### config.mk
export PLATFORM = sky130hd
export DESIGN_NAME = regfile_port_ctrl
export DESIGN_NICKNAME = d
export VERILOG_FILES = /design/src/rtl/regfile_pkg.sv /design/src/rtl/wb_fifo.sv /design/src/rtl/regfile_port_ctrl.sv
export SDC_FILE = /design/constraint.sdc
export NUM_CORES = 1
export LEC_CHECK = 0
export CAP_MARGIN = 20
export CORE_UTILIZATION = 35
export CTS_CLUSTER_SIZE = 12
export DETAILED_ROUTE_END_ITERATION = 7
export SYNTH_ARGS = -nofsm -noshare
export SYNTH_HDL_FRONTEND = slang
export SYNTH_SLANG_ARGS = --single-unit
### constraint.sdc
create_clock -name clk -period 12.2 [get_ports clk]
set_clock_uncertainty 0.1 [all_clocks]
set_input_delay 1.83 -clock clk [delete_from_list [all_inputs] [get_ports clk]]
set_output_delay 1.83 -clock clk [all_outputs]
set_load 0.01 [all_outputs]
### src/rtl/regfile_pkg.sv
// Shared sizing defaults, read-FSM encoding and pointer helper for the
// register-file port controller.
package regfile_pkg;

  localparam int DATA_W_DEF     = 32;
  localparam int ADDR_W_DEF     = 5;
  localparam int WBUF_DEPTH_DEF = 4;

  typedef enum logic [1:0] {
    RD_IDLE  = 2'd0,
    RD_ISSUE = 2'd1,
    RD_RESP  = 2'd2
  } rd_state_e;

  // Pointer width for a ring of 'depth' slots; never narrower than one bit.
  function automatic int ptr_w(input int depth);
    return (depth > 1) ? $clog2(depth) : 1;
  endfunction

endpackage

### src/rtl/wb_fifo.sv
// Writeback buffer: ordered FIFO of {addr, data} whose slots and valid bits
// are exported so the read path can forward from in-flight writes.
module wb_fifo
  import regfile_pkg::*;
#(
  parameter int DATA_W = DATA_W_DEF,
  parameter int ADDR_W = ADDR_W_DEF,
  parameter int DEPTH  = WBUF_DEPTH_DEF,
  localparam int PTR_W = ptr_w(DEPTH),
  localparam int CNT_W = $clog2(DEPTH + 1)
) (
  input  logic                          clk,
  input  logic                          rst,
  input  logic                          push,
  input  logic [ADDR_W-1:0]             push_addr,
  input  logic [DATA_W-1:0]             push_data,
  input  logic                          pop,
  output logic                          full,
  output logic                          empty,
  output logic [ADDR_W-1:0]             head_addr,
  output logic [DATA_W-1:0]             head_data,
  output logic [DEPTH-1:0][ADDR_W-1:0]  ent_addr,
  output logic [DEPTH-1:0][DATA_W-1:0]  ent_data,
  output logic [DEPTH-1:0]              ent_vld,
  output logic [PTR_W-1:0]              rd_ptr
);

  logic [DEPTH-1:0][ADDR_W-1:0] addr_q, addr_d;
  logic [DEPTH-1:0][DATA_W-1:0] data_q, data_d;
  logic [DEPTH-1:0]             vld_q, vld_d;
  logic [PTR_W-1:0]             wr_ptr_q, wr_ptr_d;
  logic [PTR_W-1:0]             rd_ptr_q, rd_ptr_d;
  logic [CNT_W-1:0]             cnt_q, cnt_d;
  logic                         do_push, do_pop;

  function automatic logic [PTR_W-1:0] inc(input logic [PTR_W-1:0] p);
    return (p == PTR_W'(DEPTH - 1)) ? '0 : p + 1'b1;
  endfunction

  assign full      = (cnt_q == CNT_W'(DEPTH));
  assign empty     = (cnt_q == '0);
  // A full buffer refuses a push even when the head retires this cycle.
  assign do_push   = push && !full;
  assign do_pop    = pop && !empty;
  assign head_addr = addr_q[rd_ptr_q];
  assign head_data = data_q[rd_ptr_q];
  assign ent_addr  = addr_q;
  assign ent_data  = data_q;
  assign ent_vld   = vld_q;
  assign rd_ptr    = rd_ptr_q;

  always_comb begin
    addr_d   = addr_q;
    data_d   = data_q;
    vld_d    = vld_q;
    wr_ptr_d = wr_ptr_q;
    rd_ptr_d = rd_ptr_q;
    cnt_d    = cnt_q;
    if (do_pop) begin
      vld_d[rd_ptr_q] = 1'b0;
      rd_ptr_d        = inc(rd_ptr_q);
    end
    if (do_push) begin
      addr_d[wr_ptr_q] = push_addr;
      data_d[wr_ptr_q] = push_data;
      vld_d[wr_ptr_q]  = 1'b1;
      wr_ptr_d         = inc(wr_ptr_q);
    end
    case ({do_push, do_pop})
      2'b10:   cnt_d = cnt_q + 1'b1;
      2'b01:   cnt_d = cnt_q - 1'b1;
      default: cnt_d = cnt_q;
    endcase
  end

  always_ff @(posedge clk) begin
    if (rst) begin
      addr_q   <= '0;
      data_q   <= '0;
      vld_q    <= '0;
      wr_ptr_q <= '0;
      rd_ptr_q <= '0;
      cnt_q    <= '0;
    end else begin
      addr_q   <= addr_d;
      data_q   <= data_d;
      vld_q    <= vld_d;
      wr_ptr_q <= wr_ptr_d;
      rd_ptr_q <= rd_ptr_d;
      cnt_q    <= cnt_d;
    end
  end

endmodule

### src/rtl/regfile_port_ctrl.sv
// Two-operand read front end plus buffered writeback for a 2R/1W register
// file, forwarding in-flight writes so reads see every accepted write.
module regfile_port_ctrl
  import regfile_pkg::*;
#(
  parameter int DATA_W     = DATA_W_DEF,
  parameter int ADDR_W     = ADDR_W_DEF,
  parameter int WBUF_DEPTH = WBUF_DEPTH_DEF
) (
  input  logic              clk,
  input  logic              rst,
  input  logic              rd_req,
  output logic              rd_ready,
  input  logic [ADDR_W-1:0] rd_addr_a,
  input  logic [ADDR_W-1:0] rd_addr_b,
  output logic              rd_valid,
  input  logic              rd_ack,
  output logic [DATA_W-1:0] rd_data_a,
  output logic [DATA_W-1:0] rd_data_b,
  input  logic              wb_req,
  output logic              wb_ready,
  input  logic [ADDR_W-1:0] wb_addr,
  input  logic [DATA_W-1:0] wb_data,
  output logic [ADDR_W-1:0] Read_Reg_1,
  output logic [ADDR_W-1:0] Read_Reg_2,
  output logic              Read_Reg_1_en,
  output logic              Read_Reg_2_en,
  input  logic [DATA_W-1:0] Read_Bus_1,
  input  logic [DATA_W-1:0] Read_Bus_2,
  output logic              RegWrite,
  output logic [ADDR_W-1:0] Write_Reg,
  output logic [DATA_W-1:0] Write_Bus
);

  localparam int PTR_W = ptr_w(WBUF_DEPTH);

  rd_state_e         state_q, state_d;
  logic [ADDR_W-1:0] addr_a_q, addr_a_d, addr_b_q, addr_b_d;
  logic [DATA_W-1:0] data_a_q, data_a_d, data_b_q, data_b_d;
  logic              cmt_vld_q, cmt_vld_d;
  logic [ADDR_W-1:0] cmt_addr_q, cmt_addr_d;
  logic [DATA_W-1:0] cmt_data_q, cmt_data_d;

  logic                              fifo_full, fifo_empty;
  logic [ADDR_W-1:0]                 head_addr;
  logic [DATA_W-1:0]                 head_data;
  logic [WBUF_DEPTH-1:0][ADDR_W-1:0] ent_addr;
  logic [WBUF_DEPTH-1:0][DATA_W-1:0] ent_data;
  logic [WBUF_DEPTH-1:0]             ent_vld;
  logic [PTR_W-1:0]                  fifo_rd_ptr;

  logic rd_accept, wb_accept, wb_push, commit_en, issue;
  logic [1:0][ADDR_W-1:0] raddr;
  logic [1:0][DATA_W-1:0] rbus, fwd;
  logic [PTR_W-1:0]       slot;

  // Writes to r0 are acknowledged but never enter the buffer.
  assign wb_ready  = !rst && !fifo_full;
  assign wb_accept = wb_req && wb_ready;
  assign wb_push   = wb_accept && (wb_addr != '0);
  assign commit_en = !rst && !fifo_empty;

  assign RegWrite  = commit_en;
  assign Write_Reg = commit_en ? head_addr : '0;
  assign Write_Bus = commit_en ? head_data : '0;

  assign rd_ready  = !rst && ((state_q == RD_IDLE) || ((state_q == RD_RESP) && rd_ack));
  assign rd_accept = rd_req && rd_ready;
  assign issue     = !rst && (state_q == RD_ISSUE);
  assign rd_valid  = !rst && (state_q == RD_RESP);

  assign Read_Reg_1    = issue ? addr_a_q : '0;
  assign Read_Reg_2    = issue ? addr_b_q : '0;
  assign Read_Reg_1_en = issue;
  assign Read_Reg_2_en = issue;
  assign rd_data_a     = rst ? '0 : data_a_q;
  assign rd_data_b     = rst ? '0 : data_b_q;

  wb_fifo #(
    .DATA_W (DATA_W),
    .ADDR_W (ADDR_W),
    .DEPTH  (WBUF_DEPTH)
  ) u_wb_fifo (
    .clk       (clk),
    .rst       (rst),
    .push      (wb_push),
    .push_addr (wb_addr),
    .push_data (wb_data),
    .pop       (commit_en),
    .full      (fifo_full),
    .empty     (fifo_empty),
    .head_addr (head_addr),
    .head_data (head_data),
    .ent_addr  (ent_addr),
    .ent_data  (ent_data),
    .ent_vld   (ent_vld),
    .rd_ptr    (fifo_rd_ptr)
  );

  // Later matches override earlier ones: bus, commit, buffer head->tail,
  // then the incoming write, so the youngest value wins.
  always_comb begin
    raddr[0] = addr_a_q;
    raddr[1] = addr_b_q;
    rbus[0]  = Read_Bus_1;
    rbus[1]  = Read_Bus_2;
    slot     = '0;
    fwd      = '0;
    for (int p = 0; p < 2; p++) begin
      fwd[p] = rbus[p];
      if (cmt_vld_q && (cmt_addr_q == raddr[p]))
        fwd[p] = cmt_data_q;
      for (int k = 0; k < WBUF_DEPTH; k++) begin
        slot = PTR_W'((int'(fifo_rd_ptr) + k) % WBUF_DEPTH);
        if (ent_vld[slot] && (ent_addr[slot] == raddr[p]))
          fwd[p] = ent_data[slot];
      end
      if (wb_push && (wb_addr == raddr[p]))
        fwd[p] = wb_data;
      if (raddr[p] == '0)
        fwd[p] = '0;
    end
  end

  always_comb begin
    state_d    = state_q;
    addr_a_d   = addr_a_q;
    addr_b_d   = addr_b_q;
    data_a_d   = data_a_q;
    data_b_d   = data_b_q;
    cmt_vld_d  = commit_en;
    cmt_addr_d = head_addr;
    cmt_data_d = head_data;
    case (state_q)
      RD_IDLE:  if (rd_accept) state_d = RD_ISSUE;
      RD_ISSUE: begin
        state_d  = RD_RESP;
        data_a_d = fwd[0];
        data_b_d = fwd[1];
      end
      RD_RESP:  if (rd_ack) state_d = rd_accept ? RD_ISSUE : RD_IDLE;
      default:  state_d = RD_IDLE;
    endcase
    if (rd_accept) begin
      addr_a_d = rd_addr_a;
      addr_b_d = rd_addr_b;
    end
  end

  always_ff @(posedge clk) begin
    if (rst) begin
      state_q    <= RD_IDLE;
      addr_a_q   <= '0;
      addr_b_q   <= '0;
      data_a_q   <= '0;
      data_b_q   <= '0;
      cmt_vld_q  <= 1'b0;
      cmt_addr_q <= '0;
      cmt_data_q <= '0;
    end else begin
      state_q    <= state_d;
      addr_a_q   <= addr_a_d;
      addr_b_q   <= addr_b_d;
      data_a_q   <= data_a_d;
      data_b_q   <= data_b_d;
      cmt_vld_q  <= cmt_vld_d;
      cmt_addr_q <= cmt_addr_d;
      cmt_data_q <= cmt_data_d;
    end
  end

endmodule

==> flow_metrics.env <==
export IMPL_status="completed"
export IMPL_maxSlewHeadroom=0.137
export IMPL_async_reset_ff_frac=0
export IMPL_global_route_wire_length_before_repair_mm=125
export IMPL_final_fill_count=5322
export IMPL_max_freq_mhz=157
export IMPL_cts_hold_buffers_added=0
export IMPL_timing_hold_violations_final=0
export IMPL_clock_h_tree_levels=1
export IMPL_end_kind="output port"
export IMPL_mostFrequentLayoutCell="dfxtp_1"
export IMPL_cell_variety_after_synth=67
export IMPL_synth_edff_count=0
export IMPL_synth_top_cells_by_area="dfxtp_1 (28%), mux4_2 (15%), a21oi_1 (5.3%)"
export IMPL_post_cts_setup_buffer_count=0
export IMPL_cpPeakStageDelay_ps=690
export IMPL_port_buffer_count=232
export IMPL_tritoncts="built"
export IMPL_worst_r2r_endpoint="data_b_q[7]"
export IMPL_finalCriticalPeriod_ps=6370
export IMPL_ff_to_ff_start="u_wb_fifo.rd_ptr[1]"
export IMPL_critical_path_buf_inv_count=4
export IMPL_cp_cell_sequence="buf_6 -> inv_1 -> buf_4 -> nand2_1 -> nor2_1 -> clkdlybuf4s50_1"
export IMPL_post_cts_resize_count=0
export IMPL_avgViaCountPerCell=6.42
export IMPL_hold_end="u_wb_fifo.ent_data[48]"
export IMPL_crit_slowest_cell="nand2_1"
export IMPL_drc_errors=0
export IMPL_yosysSeqAreaShare=0.279
export IMPL_post_synth_top_area_fraction=0.279
export IMPL_clk_latency_ps=600
export IMPL_vdd_ir_drop_worst_mv=0.112
export IMPL_routed_wl_mm=85.5
export IMPL_drtPass1Iterations=8
export IMPL_worst_r2r_setup_slack_ps=6330
export IMPL_final_layout_size_suffix_gt1_frac=0.118
export IMPL_floorplan_core_area_um2=55200
export IMPL_final_cell_area_um2=23200
export IMPL_nNetsFinal=2410
export IMPL_total_power_uw=3370
export IMPL_min_delay_path_class="flop to flop"
export IMPL_chipHeight_um=239
export IMPL_initial_standard_cell_utilization_of_the_core=0.355
export IMPL_drv_slew=0
export IMPL_grt_usage=0.292
export IMPL_worstPathArrival_ps=4440
export IMPL_clockRootBuffer="clkbuf_16"
export IMPL_placement_cell_area_um2=22200
export IMPL_timing_setup_tns_ps=0
export IMPL_synthesis_area_um2=19600
export IMPL_place_gp_congestion=0.953
export IMPL_period_share=0.522
export IMPL_share_of_the_core_filled_with_cells_in_the_final_layout=0.421
export IMPL_grt_setup_unrepaired="false"
export IMPL_place_inst=2995
export IMPL_setup_viol_count_final=0
export IMPL_post_synth_cell_area_avg_um2=8.78
export IMPL_critical_path_max_fanout=82
export IMPL_power_leakage_uw=0.00757
export IMPL_worst_ep_required_time_ps=10270
export IMPL_timing_reg2reg_worst_path_depth=8
export IMPL_layout_common_cells="dfxtp_1 (271), clkdlybuf4s50_1 (231), a21oi_1 (206)"
export IMPL_critPathLaunchType="input pin"
export IMPL_synth_flop_cell="dfxtp_1"
export IMPL_synth_seq_cells=273
export IMPL_power_density_nw_per_um2=145
export IMPL_synthCells=2231
export IMPL_cts_made_buffers=31
export IMPL_stdcell_count=3054
export IMPL_clock_slew_seen_by_the_registers_of_the_worst_setup_and_hold_paths_ps=50
export IMPL_timing_hold_worst_path_depth=2
export IMPL_netlist_top_cell_by_area="dfxtp_1"
export IMPL_layout_area_overhead_vs_synth_pct=18.7
export IMPL_delay_heaviest_family_cp="buffers and inverters"
export IMPL_tightest_pin_transition_ps=1280
export IMPL_post_drt_wl_per_cell_um=28.0
export IMPL_fp_dieArea_um2=56900
export IMPL_critical_path_class="input pin to output port"
export IMPL_drt_first_iter_violations=2809
export IMPL_detailroute_via_count=19600
export IMPL_io_pin_count=233
export IMPL_max_cap_violations=0
export IMPL_globalRouteOverflowTotal=0
export IMPL_grt_antenna_before_repair=3
export IMPL_hp_start="u_wb_fifo.ent_data[48]"
export IMPL_grt_start_max_net_pins=173
export IMPL_synth_yosys_warnings=0
export IMPL_postRouteAntennaNets=0
export IMPL_core_rowCount=86
export IMPL_synth_net_count=2357
export IMPL_fp_dieW_um=239
export IMPL_clockBufferDepth=3
export IMPL_place_detailed_hpwl_mm=58.3
export IMPL_cts_sinks=273
export IMPL_number_of_global_route_vias_before_repair=18100
-- synth_stat cells, types with 22 or more instances --
library cell,instances
a21oi_1,206
a22oi_1,26
a211o_1,62
inv_1,23
nor2b_1,65
a211oi_1,66
nor2_1,94
o211ai_1,31
nor3_1,69
buf_2,37
nand3_1,193
and2_1,48
and3_1,31
mux4_2,133
xnor2_1,34
dfxtp_1,273
clkbuf_1,177
xor2_1,28
mux2i_1,100
o21a_1,28
nand2_1,208
nand2b_1,22
a32o_1,28
-- worst max path at each step --
stage,from,endpoint,slack [ps],cells past startpoint
finish,rst,Write_Bus[31],5830,6
floorplan,rst,wb_ready,6910,6
detailed placement,rst,Write_Bus[31],5800,6
global placement,rst,Write_Bus[31],5780,6
CTS,rst,Write_Bus[31],5800,6
global route,rst,Write_Bus[31],5650,6
-- report_power, final --
part	internal [µW]	leakage [µW]	switching, µW
Sequential	942	0.00221	79.5
Clock	565	0.000503	416
Combinational	507	0.00485	864
Total	2010	0.00757	1360
-- layout make-up --
type	instances	area, µm²	area share
antenna	1	2.50	0.000108
clock buffer	40	840	0.0361
clock inverter	14	176	0.00759
inverter	23	86.3	0.00371
multi-input combinational	1687	13100	0.562
sequential	273	5470	0.235
tap	748	936	0.0403
timing repair buffer	268	2660	0.114
-- sequential cells by signal (all words and copies together) (netlist names) --
register,cells
u_wb_fifo.ent_data,128
state_q,2
cmt_data_q,32
u_wb_fifo.cnt_q,3
u_wb_fifo.ent_addr,20
u_wb_fifo.wr_ptr_q,2
cmt_addr_q,5
data_a_q,32
addr_a_q,5
u_wb_fifo.rd_ptr,2
addr_b_q,5
u_wb_fifo.ent_vld,4
cmt_vld_q,1
data_b_q,32
-- logic make-up (layout without fill, tap and decap cells) --
logic type,after synthesis,after routing,synth area share
buffers and inverters,271,345,0.0586
AO/OA/AOI/OAI,568,568,0.207
multiplexers,253,253,0.219
AND/OR/NAND/NOR,793,793,0.201
other,0,1,0
XOR/XNOR,63,63,0.0286
adder cells (fa/ha/maj),10,10,0.00677
flip-flops,273,273,0.279
-- metal layers --
metal	GRT usage	up-vias	wire length, µm
met5	0	-	0
met4	0.0726	0	2140
met3	0.0866	133	11300
met2	0.413	1295	35400
met1	0.429	9685	36700
li1	-	8505	-
-- metrics by stage --
| stage | setup WS (ps) | hold slack [ps] |
|---|---|---|
| after floorplan | 6910 | 360 |
| after global placement | 5780 | 372 |
| after detailed placement | 5800 | 386 |
| after CTS | 5800 | 394 |
| after global routing | 5650 | 422 |
| final | 5830 | 395 |
-- tightest hold or removal path: stages, from the launching register on --
cell and delay [ps]:
dfxtp_1 330, nand2_1 60, a21oi_1 50
Note: power is estimated with default switching activity, not from simulation.
